### src/rtl/ccff_bitstream_loader.sv
// Serializes configuration words onto a connection-block chain head and produces
// the enable for the chain's gated prog_clk; counts ones returned on the chain tail.
module ccff_bitstream_loader #(
    parameter int CHAIN_LEN = 48,
    parameter int WORD_W    = 32,
    parameter int CNT_W     = 16
) (
    input  logic              prog_clk,
    input  logic              pReset,
    input  logic              start,
    input  logic              s_valid,
    output logic              s_ready,
    input  logic [WORD_W-1:0] s_data,
    output logic              ccff_head,
    output logic              chain_clk_en,
    input  logic              ccff_tail,
    output logic              busy,
    output logic              done,
    output logic [CNT_W-1:0]  tail_ones
);

    localparam int NUM_WORDS = (CHAIN_LEN + WORD_W - 1) / WORD_W;
    localparam int SC_W      = $clog2(WORD_W + 1);

    localparam logic [1:0] ST_IDLE = 2'd0;
    localparam logic [1:0] ST_LOAD = 2'd1;
    localparam logic [1:0] ST_DONE = 2'd2;

    localparam logic [CNT_W-1:0] CHAIN_LEN_C = CNT_W'(CHAIN_LEN);
    localparam logic [CNT_W-1:0] NUM_WORDS_C = CNT_W'(NUM_WORDS);
    localparam logic [CNT_W-1:0] CNT_ZERO    = CNT_W'(0);
    localparam logic [CNT_W-1:0] CNT_ONE     = CNT_W'(1);
    localparam logic [CNT_W-1:0] CNT_MAX     = {CNT_W{1'b1}};
    localparam logic [SC_W-1:0]  SC_ZERO     = SC_W'(0);
    localparam logic [SC_W-1:0]  SC_ONE      = SC_W'(1);
    localparam logic [SC_W-1:0]  SC_FULL     = SC_W'(WORD_W);

    logic [1:0]        state_r,      state_s;
    logic [WORD_W-1:0] shift_r,      shift_s;
    logic [SC_W-1:0]   shift_cnt_r,  shift_cnt_s;
    logic [WORD_W-1:0] hold_r,       hold_s;
    logic              hold_valid_r, hold_valid_s;
    logic [CNT_W-1:0]  words_r,      words_s;
    logic [CNT_W-1:0]  bits_r,       bits_s;
    logic [CNT_W-1:0]  tail_ones_r,  tail_ones_s;
    logic              head_r,       head_s;
    logic              en_r,         en_s;
    logic              ready_r,      ready_s;
    logic              busy_r,       busy_s;
    logic              done_r,       done_s;
    logic              accept_s;

    assign accept_s = s_valid && ready_r;

    // Next-state: FSM, word buffering, bit emission and tail-ones counting
    always_comb begin
        state_s      = state_r;
        shift_s      = shift_r;
        shift_cnt_s  = shift_cnt_r;
        hold_s       = hold_r;
        hold_valid_s = hold_valid_r;
        words_s      = words_r;
        bits_s       = bits_r;
        tail_ones_s  = tail_ones_r;
        head_s       = head_r;
        en_s         = 1'b0;

        // The chain shifts on every cycle the registered enable is high.
        if (en_r && ccff_tail && (tail_ones_r != CNT_MAX)) begin
            tail_ones_s = tail_ones_r + CNT_ONE;
        end else begin
            tail_ones_s = tail_ones_r;
        end

        case (state_r)
            ST_IDLE, ST_DONE: begin
                if (start) begin
                    state_s      = ST_LOAD;
                    words_s      = CNT_ZERO;
                    bits_s       = CNT_ZERO;
                    tail_ones_s  = CNT_ZERO;
                    shift_cnt_s  = SC_ZERO;
                    hold_valid_s = 1'b0;
                end else begin
                    state_s = state_r;
                end
            end
            ST_LOAD: begin
                if (bits_r == CHAIN_LEN_C) begin
                    // Unused upper bits of the final word are dropped here.
                    state_s      = ST_DONE;
                    shift_cnt_s  = SC_ZERO;
                    hold_valid_s = 1'b0;
                end else begin
                    if (accept_s) begin
                        words_s = words_r + CNT_ONE;
                    end else begin
                        words_s = words_r;
                    end
                    if (shift_cnt_r != SC_ZERO) begin
                        en_s   = 1'b1;
                        head_s = shift_r[0];
                        bits_s = bits_r + CNT_ONE;
                        if (shift_cnt_r == SC_ONE) begin
                            // Refill on the last bit so a stall-free stream has no bubble.
                            if (hold_valid_r) begin
                                shift_s      = hold_r;
                                shift_cnt_s  = SC_FULL;
                                hold_valid_s = 1'b0;
                            end else if (accept_s) begin
                                shift_s     = s_data;
                                shift_cnt_s = SC_FULL;
                            end else begin
                                shift_cnt_s = SC_ZERO;
                            end
                        end else begin
                            shift_s     = shift_r >> 1;
                            shift_cnt_s = shift_cnt_r - SC_ONE;
                            if (accept_s) begin
                                hold_s       = s_data;
                                hold_valid_s = 1'b1;
                            end else begin
                                hold_valid_s = hold_valid_r;
                            end
                        end
                    end else if (accept_s) begin
                        // Empty shifter: present bit 0 of the incoming word directly.
                        en_s        = 1'b1;
                        head_s      = s_data[0];
                        bits_s      = bits_r + CNT_ONE;
                        shift_s     = s_data >> 1;
                        shift_cnt_s = SC_FULL - SC_ONE;
                    end else begin
                        en_s = 1'b0;
                    end
                end
            end
            default: begin
                state_s = ST_IDLE;
            end
        endcase

        ready_s = (state_s == ST_LOAD) && !hold_valid_s && (words_s < NUM_WORDS_C);
        busy_s  = (state_s == ST_LOAD);
        done_s  = (state_s == ST_DONE);
    end

    // State and output registers with asynchronous active-low reset
    always_ff @(posedge prog_clk or negedge pReset) begin
        if (!pReset) begin
            state_r      <= ST_IDLE;
            shift_r      <= {WORD_W{1'b0}};
            shift_cnt_r  <= SC_ZERO;
            hold_r       <= {WORD_W{1'b0}};
            hold_valid_r <= 1'b0;
            words_r      <= CNT_ZERO;
            bits_r       <= CNT_ZERO;
            tail_ones_r  <= CNT_ZERO;
            head_r       <= 1'b0;
            en_r         <= 1'b0;
            ready_r      <= 1'b0;
            busy_r       <= 1'b0;
            done_r       <= 1'b0;
        end else begin
            state_r      <= state_s;
            shift_r      <= shift_s;
            shift_cnt_r  <= shift_cnt_s;
            hold_r       <= hold_s;
            hold_valid_r <= hold_valid_s;
            words_r      <= words_s;
            bits_r       <= bits_s;
            tail_ones_r  <= tail_ones_s;
            head_r       <= head_s;
            en_r         <= en_s;
            ready_r      <= ready_s;
            busy_r       <= busy_s;
            done_r       <= done_s;
        end
    end

    assign s_ready      = ready_r;
    assign ccff_head    = head_r;
    assign chain_clk_en = en_r;
    assign busy         = busy_r;
    assign done         = done_r;
    assign tail_ones    = tail_ones_r;

endmodule

### config.mk
export PLATFORM = sky130hd
export DESIGN_NAME = ccff_bitstream_loader
export DESIGN_NICKNAME = d
export VERILOG_FILES = /design/src/rtl/ccff_bitstream_loader.sv
export SDC_FILE = /design/constraint.sdc
export NUM_CORES = 1
export LEC_CHECK = 0
export BUFFER_PORTS_ARGS = -buffer_cell sky130_fd_sc_hd__buf_2
export CORE_ASPECT_RATIO = 2
export CORE_MARGIN = 1.5
export CORE_UTILIZATION = 40
export CTS_CLUSTER_SIZE = 14
export DETAILED_ROUTE_END_ITERATION = 6
export PLACE_DENSITY = 0.61
export REMOVE_ABC_BUFFERS = 1
export SLEW_MARGIN = 10
export SYNTH_ARGS = -nofsm -noshare
export SYNTH_HDL_FRONTEND = slang
export SYNTH_SLANG_ARGS = --single-unit
### constraint.sdc
create_clock -name prog_clk -period 7.7 [get_ports prog_clk]
set_clock_uncertainty 0.15 [all_clocks]
set_input_delay 1.155 -clock prog_clk [delete_from_list [all_inputs] [get_ports prog_clk]]
set_output_delay 1.155 -clock prog_clk [all_outputs]
set_load 0.05 [all_outputs]
==> metrics.txt, run 1 <==
status=complete, no violations; hold_ws=0.333 ns; nets=749; Max Slew Vio Count=0; Slew HR=0.215; Initial Util=0.410; Placement Setup Slack=4.21 ns; Synth top area share=0.485; share of the yosys chip area belonging to registers=0.485; Max Cap Viol=0; TNS Setup=0 ns; Max VDD drop=193 uV; H-tree Lvls=4; first-pass GRT wire length=25200 microns; Clk pin slew, worst setup/hold paths=0.06 ns; Post-synth EDFFs=0; input/output buffers=57; Syn-to-layout area delta=16.2%; minimum clock period=3.47 ns; P_int=1.81 mW; Vias/cell=5.64; routability cong.=0.818; fin util=0.476; Arr. time, crit path=3.62 ns; RSZ-0062 raised after global routing=false; worst-skew pair later-pin latency=0.42 ns; Total GRT Usage=0.188; # IOs=58; fraction of registers with async set/reset=1.00; met1 WL=5830 microns; CP max FO=33; final WL=15100 microns; commonest cells in the netlist=dfrtp_1 (126), nand2_1 (76), nor2_1 (71), o21ai_0 (49), mux2i_1 (43); worst setup path class=flop to flop; syn_area_per_cell=9.82 sq um; Sw Pwr=1.02 mW; total power=2.82 mW; drt drc=0; Synth Cell Area=6500 sq um; Worst Setup End Kind=flop; die area=17100 sq um; Least-Margin Pin Slew=1.18 ns; Top FF cell, synth=dfrtp_1; top layer in use=met4; Setup WS post-layout=4.23 ns; Startpoint Class=flop; total grt overflow=0; Net Sw Frac=0.361; Root Buffer=clkbuf_16; fin area=7550 sq um; Routed Antenna Nets=0; Final setup viols=0; number of antenna violations at the first check in global routing=0; Synthesis Warnings=0; Antenna Cells=0; met3 wire len=525 microns; met2 WL post-DR=8220 microns; vias in the first global route=5243; Achievable Freq=288 MHz; Flop pwr share=0.388; clock power share=0.288; Synth cell types=58; HPWL after detailed placement=9940 microns; hold buffers post-CTS=0; Comb power frac=0.324; most frequent cell after synthesis=dfrtp_1; DR iter-0 viols=268; Clock Tree Buf Depth=2; Yosys reg bits=126; leakage=3.33 nW; die width=93.2 microns; Initial DRT Pass Iterations=7; final cell count without fillers=920; WP data required=7.85 ns; row cnt=65; post-cts resize count=0; class of the worst hold path=flop to flop; CTS buffer count=17; PwrDens=374 nW/um^2; Area contributors post-synth=dfrtp_1 (48%), mux2i_1 (6.6%), mux2_2 (5.5%); CTS sink cnt=126; final critical-path share of the clock period=0.451; overall die height=183 microns; Routed WL per cell=16.4 microns; post-CTS setup buffers=0; total number of vias=5188; Area after DPL=6950 sq um; pin count of the biggest net entering global routing=68; final hold vios=0; largest area contributor in the netlist=dfrtp_1; CTS tree=built; core box area=15900 sq um; Synth Instances=662; Inst Count DP=888; layout cells sized above 1=0.202
==> power groups by stage <==
| stage | combinational, mW | clock (mW) | sequential [mW] |
|---|---|---|---|
| after floorplan | 0.664 | 0 | 1.11 |
| after global placement | 0.879 | 0 | 1.09 |
| after global routing | 1.03 | 0.858 | 1.13 |
| after CTS | 0.925 | 0.828 | 1.10 |
| final | 0.916 | 0.813 | 1.10 |
| after detailed placement | 0.923 | 0 | 1.10 |
==> cell families (layout without fill, tap and decap cells) <==
| family | count (synthesis) | in the layout | share of synthesized area |
|---|---|---|---|
| AOI/OAI and AO/OA | 141 | 141 | 0.134 |
| xor gates and xnor gates | 25 | 25 | 0.0337 |
| adders and majority gates | 6 | 6 | 0.0115 |
| buffers and inverters | 47 | 104 | 0.0312 |
| DFF | 126 | 126 | 0.485 |
| muxes | 75 | 75 | 0.122 |
| and+or+nand+nor | 242 | 242 | 0.183 |
==> path summary, 6_finish.rpt <==
kind | from | endpoint | slack, ns | depth (start not counted)
hold reg to reg | shift_r[20] | shift_r[20] | 0.33 | 2
min in group asynchronous | pReset | words_r[13] | 0.66 | 1
setup reg to reg | shift_cnt_r[5] | s_ready | 4.23 | 6
setup / recovery | shift_cnt_r[5] | s_ready | 4.23 | 6
max in group asynchronous | pReset | hold_valid_r | 5.36 | 2
hold / removal | shift_r[20] | shift_r[20] | 0.33 | 2
==> state kept, by name, summed over array words and instances, names as in the netlist, 2 cells and up <==
signal and cells:
hold_r 32, shift_r 32, bits_r 16, tail_ones 16
words_r 16, shift_cnt_r 6, state_r 2
==> cell type report <==
cell class,count,area [sq um]
fillers,1487,8300
clock buffers,21,470
repair buffers,63,333
well taps,201,251
inverters,9,33.8
multi-input cells,489,3180
clock inverters,11,130
flip-flops and latches,126,3150
==> worst max-delay path: stages (launching register included) <==
cell and delay, ns:
dfrtp_1 0.44, nor2_1 0.24, nand3_1 0.31, o2111ai_4 1.02, nand3_1 0.21, or4bb_2 0.70, nor4_2 0.29
==> metal layers <==
metal / GRT usage / vias up
li1: - / 2477
met1: 0.205 / 2569
met2: 0.335 / 113
met3: 0.0456 / 29
met4: 0.0879 / 0
met5: 0 / -
==> cell usage in the layout (no fill, tap or decap), types with 4 or more instances in the layout <==
cell	n
nor2_1	71
a21oi_1	38
o21ai_0	49
buf_2	56
clkbuf_16	17
nand4_1	13
nand3_1	24
nor3_1	14
buf_4	7
xnor2_1	16
mux2i_1	43
inv_6	4
dfrtp_1	125
mux2_2	32
nor4_1	11
ha_1	6
xor2_1	9
a211oi_1	31
inv_1	9
nand2_1	76
Power figures use the tool's default switching activity.
==> run 2, diff against run 1 <==
--- a/config.mk
+++ b/config.mk
@@ -11,7 +11,7 @@
 export CORE_UTILIZATION = 40
 export CTS_CLUSTER_SIZE = 14
 export DETAILED_ROUTE_END_ITERATION = 6
-export PLACE_DENSITY = 0.61
+export PLACE_DENSITY = 0.63
 export REMOVE_ABC_BUFFERS = 1
 export SLEW_MARGIN = 10
 export SYNTH_ARGS = -nofsm -noshare
==> constraint.sdc (replaced) <==
create_clock -name prog_clk -period 2.8 [get_ports prog_clk]
set_clock_uncertainty 0.15 [all_clocks]
set_input_delay 0.42 -clock prog_clk [delete_from_list [all_inputs] [get_ports prog_clk]]
set_output_delay 0.42 -clock prog_clk [all_outputs]
set_load 0.05 [all_outputs]
==> metrics.txt, run 2 (synthesis results as in run 1) <==
core box area=15900 sq um (unchanged); Max VDD drop=558 uV (+190%); routability cong.=0.835 (+2.1%); top flop regs=hold_r: 32 flops, shift_r: 32 flops; leakage=3.42 nW (+2.8%); Initial DRT Pass Iterations=4 (-3); die area=17100 sq um (unchanged); total grt overflow=0 (unchanged); Worst Setup End Kind=flop; vias in the first global route=5492 (+4.7%); PwrDens=1010 nW/um^2 (+170%); row cnt=65 (unchanged); Routed Antenna Nets=0 (unchanged); Routed WL per cell=16.9 microns (+3.2%); Least-Margin Pin Slew=1.07 ns (-0.102 ns); Syn-to-layout area delta=19.4%; Clock Tree Buf Depth=2 (unchanged); final critical-path share of the clock period=0.978 (+0.527); HPWL after detailed placement=10600 microns (+6.1%); Slew HR=0.279 (+0.0641); overall die height=183 microns (unchanged); Max Cap Viol=0 (unchanged); # IOs=58 (unchanged); Total GRT Usage=0.193 (+0.00514); most frequent cells in the layout=dfrtp_1 (125), nand2_1 (76), nor2_1 (71), buf_2 (56), o21ai_0 (49); Vias/cell=5.63 (-0.24%); Antenna Cells=0 (unchanged); Initial Util=0.410 (unchanged); Max Slew Vio Count=0 (unchanged); first-pass GRT wire length=25800 microns (+2.5%); minimum clock period=2.74 ns (-0.731 ns); total number of vias=5288 (+1.9%); drt drc=0 (unchanged); status=complete, no violations; CTS sink cnt=126 (unchanged); hold_ws=0.114 ns (-0.218 ns); final cell count without fillers=940 (+2.2%); Arr. time, crit path=2.91 ns (-0.71 ns); total of fill cells in the finished design=1442 (-3.0%); class of the worst hold path=input pin to flop; number of antenna violations at the first check in global routing=0 (unchanged); Final setup viols=0 (unchanged); Clk pin slew, worst setup/hold paths=0.06 ns (about the same); Startpoint Class=flop; H-tree Lvls=4 (unchanged); final hold vios=0 (unchanged); worst setup path class=flop to flop; input/output buffers=57 (unchanged); layout cells sized above 1=0.229 (+0.0270); CP max FO=6 (-82%); commonest non-fill, non-tap cell in the layout=dfrtp_1; CTS buffer count=17 (unchanged); final WL=15900 microns (+5.5%); DR iter-0 viols=363 (+35%); Root Buffer=clkbuf_16; CTS tree=built; pin count of the biggest net entering global routing=70 (+2.9%); worst-skew pair later-pin latency=0.42 ns (about the same); die width=93.2 microns (unchanged); WP data required=2.97 ns (-4.88 ns); Achievable Freq=365 MHz (+27%); nets=770 (+2.8%); Inst Count DP=905 (+1.9%); Reg2Reg Setup Slack=0.06 ns (-4.17 ns)
run 2: cell types whose count changed in the layout (fill, tap and decap cells not counted), sizes merged:
| cell | previous run | this run |
|---|---|---|
| inv | 13 | 12 |
| dlygate4sd3 | 0 | 1 |
| clkbuf | 21 | 19 |
| clkinvlp | 1 | 3 |
| o31ai | 2 | 3 |
| buf | 63 | 82 |
| clkinv | 4 | 5 |
| bufinv | 2 | 1 |
run 2: worst max-delay path, cell delays in order (launching register included):
cell     delay [ns]
dfrtp_1        0.42
nor3_1         0.51
a41oi_2        0.24
buf_6          0.18
buf_12         0.12
nand3_1        0.08
mux2i_1        0.12
or4_1          0.54
nor4_2         0.27
run 2: metrics by stage:
stage | area [sq um] | util | setup TNS (ns) | total power, mW | worst slack (ns)
finish | 7770 | 0.490 | 0 | 7.83 | 0.0618
global route | 7770 | 0.490 | -0.0639 | 8.37 | -0.0639
CTS | 7710 | 0.486 | 0 | 7.84 | 0.0386
detailed placement | 7130 | 0.450 | 0 | 5.70 | 0.0440
global placement | 7130 | 0.450 | 0 | 5.56 | 0.104
floorplan | 6330 | - | -94.55 | 4.87 | -2.75
run 2: repair_timing:
action                     CTS  global route
resized for setup            0             6
hold buffers                 1             0
hold endpoints to repair    27             0
setup buffers                0             2
setup endpoints to repair    0             2
run 2: per-layer routing:
metal | global-route usage | routed length (microns) | up-vias
met5 | 0 | 0 | -
met4 | 0.102 | 481 | 0
met3 | 0.0369 | 439 | 32
met2 | 0.350 | 8690 | 106
met1 | 0.206 | 6270 | 2618
li1 | - | - | 2532
run 2: path summary, 6_finish.rpt:
kind                             startpoint            to  cells after the start
worst max-delay path              bits_r[2]       s_ready                      8
worst min register to register  shift_r[31]   shift_r[31]                      2
worst max register to register    bits_r[2]       s_ready                      8
min in group asynchronous            pReset    words_r[2]                      2
max in group asynchronous            pReset  hold_valid_r                      3
worst min-delay path             s_data[31]    hold_r[31]                      2
run 2: area by class of cell:
type                    instances  area [sq um]  area share
multi-input cells             490          3210       0.413
clock buffers                  19           453      0.0583
repair buffers                 83           552      0.0710
inverters                       9          33.8     0.00435
flip-flops and latches        126          3150       0.406
clock inverters                12           111      0.0143
well taps                     201           251      0.0324
run 2: power breakdown:
| part | internal [mW] | leakage (nW) | switching, mW | total [mW] |
|---|---|---|---|---|
| clock network | 1.27 | 0.272 | 0.835 | 2.10 |
| logic | 1.24 | 1.54 | 1.60 | 2.83 |
| registers | 2.45 | 1.60 | 0.442 | 2.89 |
==> run 3, diff against run 2 <==
==> constraint.sdc (replaced) <==
create_clock -name prog_clk -period 2.8 [get_ports prog_clk]
set_clock_uncertainty 0.15 [all_clocks]
set_input_delay 0.56 -clock prog_clk [delete_from_list [all_inputs] [get_ports prog_clk]]
set_output_delay 0.56 -clock prog_clk [all_outputs]
set_load 0.05 [all_outputs]
==> metrics.txt, run 3 (synthesis results as in run 1) <==
status=finished with violations; minimum clock period=2.74 ns (+0.00494 ns); CTS tree=built; CTS sink cnt=126 (unchanged); worst-skew pair later-pin latency=0.41 ns (about the same); CP max FO=8 (+2); hold buffers post-CTS=0 (-1); final hold vios=5 (+5); row cnt=65 (unchanged); Achievable Freq=365 MHz (-0.18%); Reg2Reg Setup Slack=0.06 ns (about the same); Placement Setup Slack=0.0473 ns (+0.00329 ns); pin count of the biggest net entering global routing=65 (-7.1%); Vias/cell=5.72 (+1.6%); Initial DRT Pass Iterations=5 (+1); total number of vias=5379 (+1.7%); leakage=3.43 nW (+0.34%); Clock Tree Buf Depth=2 (unchanged); CTS buffer count=17 (unchanged); Slew HR=0.247 (-0.0321); die area=17100 sq um (unchanged); Setup WS post-layout=0.0568 ns (-0.00494 ns); H-tree Lvls=4 (unchanged); Least-Margin Pin Slew=1.12 ns (+0.0478 ns); fin util=0.490 (about the same); die width=93.2 microns (unchanged); hold_ws=-0.00739 ns (-0.122 ns); Root Buffer=clkbuf_16; Max VDD drop=508 uV (-8.9%); Arr. time, crit path=2.91 ns (about the same); total grt overflow=0 (unchanged); # IOs=58 (unchanged); Initial Util=0.410 (unchanged); most frequent cells in the layout=dfrtp_1 (125), nand2_1 (76), nor2_1 (71), buf_2 (56), o21ai_0 (49); worst setup path class=flop to flop; Total GRT Usage=0.196 (+0.00330); layout cells sized above 1=0.222 (-0.00647); Routed WL per cell=17.1 microns (+1.4%); nets=769 (-0.13%); final WL=16100 microns (+1.5%); Startpoint Class=flop; core box area=15900 sq um (unchanged); total power=8.00 mW (+2.2%); Final setup viols=0 (unchanged); Max Slew Vio Count=0 (unchanged); PwrDens=1030 nW/um^2 (+2.2%); Syn-to-layout area delta=19.4% (about the same); number of antenna violations at the first check in global routing=2 (+2); commonest non-fill, non-tap cell in the layout=dfrtp_1; Routed Antenna Nets=0 (unchanged); Area after DPL=7130 sq um (about the same); Max Cap Viol=0 (unchanged); first-pass GRT wire length=26200 microns (+1.8%); input/output buffers=57 (unchanged); failing checks=hold timing; routability cong.=0.868 (+3.9%); vias in the first global route=5531 (+0.71%); HPWL after detailed placement=10900 microns (+2.9%); Worst Setup End Kind=flop; Clk pin slew, worst setup/hold paths=0.06 ns (about the same); final cell count without fillers=941 (+0.11%); WP data required=2.97 ns (about the same); overall die height=183 microns (unchanged); top flop regs=hold_r: 32 flops, shift_r: 32 flops; fin area=7760 sq um (about the same); RSZ-0062 raised after global routing=true; Inst Count DP=907 (+0.22%); drt drc=0 (unchanged); TNS Setup=0 ns (unchanged); class of the worst hold path=input pin to asynchronous set/reset pin; final critical-path share of the clock period=0.980 (+0.00177); DR iter-0 viols=311 (-14%)
run 3: cell count changes in the layout (fill, tap and decap cells not counted), sizes merged:
cell         change
clkbuf           +3
clkinvlp         -3
diode            +2
bufinv           +2
dlygate4sd3      -1
inv              -2
run 3: final timing paths:
check,from,to,depth (start not counted)
min in group prog_clk,s_data[14],hold_r[14],2
worst min-delay path,pReset,words_r[13],1
worst min register to register,shift_r[31],shift_r[31],2
max in group asynchronous,pReset,bits_r[5],2
worst max-delay path,bits_r[1],s_ready,8
worst max register to register,bits_r[1],s_ready,8
run 3: worst max-delay path: stages, from the launching register on:
cell	delay, ns
dfrtp_1	0.37
inv_1	0.07
ha_1	0.18
nor4b_4	0.14
a41o_2	0.31
nor4_1	0.42
mux2i_1	0.20
or4bb_2	0.65
nor4_2	0.16
run 3: final cells by class:
| class | count | area [sq um] |
|---|---|---|
| Antenna cell | 2 | 5.00 |
| Clock buffer | 22 | 464 |
| Clock inverter | 9 | 135 |
| Multi-Input combinational cell | 490 | 3200 |
| Fill cell | 1471 | 8100 |
| Sequential cell | 126 | 3150 |
| Inverter | 9 | 33.8 |
| Tap cell | 201 | 251 |
| Timing Repair Buffer | 82 | 517 |
run 3: metal layers:
metal	vias up	share of wire	track usage
met5	-	0	0
met4	0	0.039	0.112
met3	48	0.040	0.0377
met2	168	0.55	0.354
met1	2642	0.37	0.207
li1	2521	-	-
run 3: timing repair:
action | in CTS | in global routing
setup endpoints to repair | 0 | 20
buffers inserted | 0 | 0
hold endpoints to repair | 0 | 0
resized for setup | 0 | 3
run 3: report_power, final:
part	internal, mW	leakage (nW)	switching [mW]	total, mW
sequential	2.45	1.60	0.432	2.88
clock	1.45	0.295	0.810	2.26
combinational	1.23	1.53	1.63	2.86
total	5.12	3.43	2.87	8.00
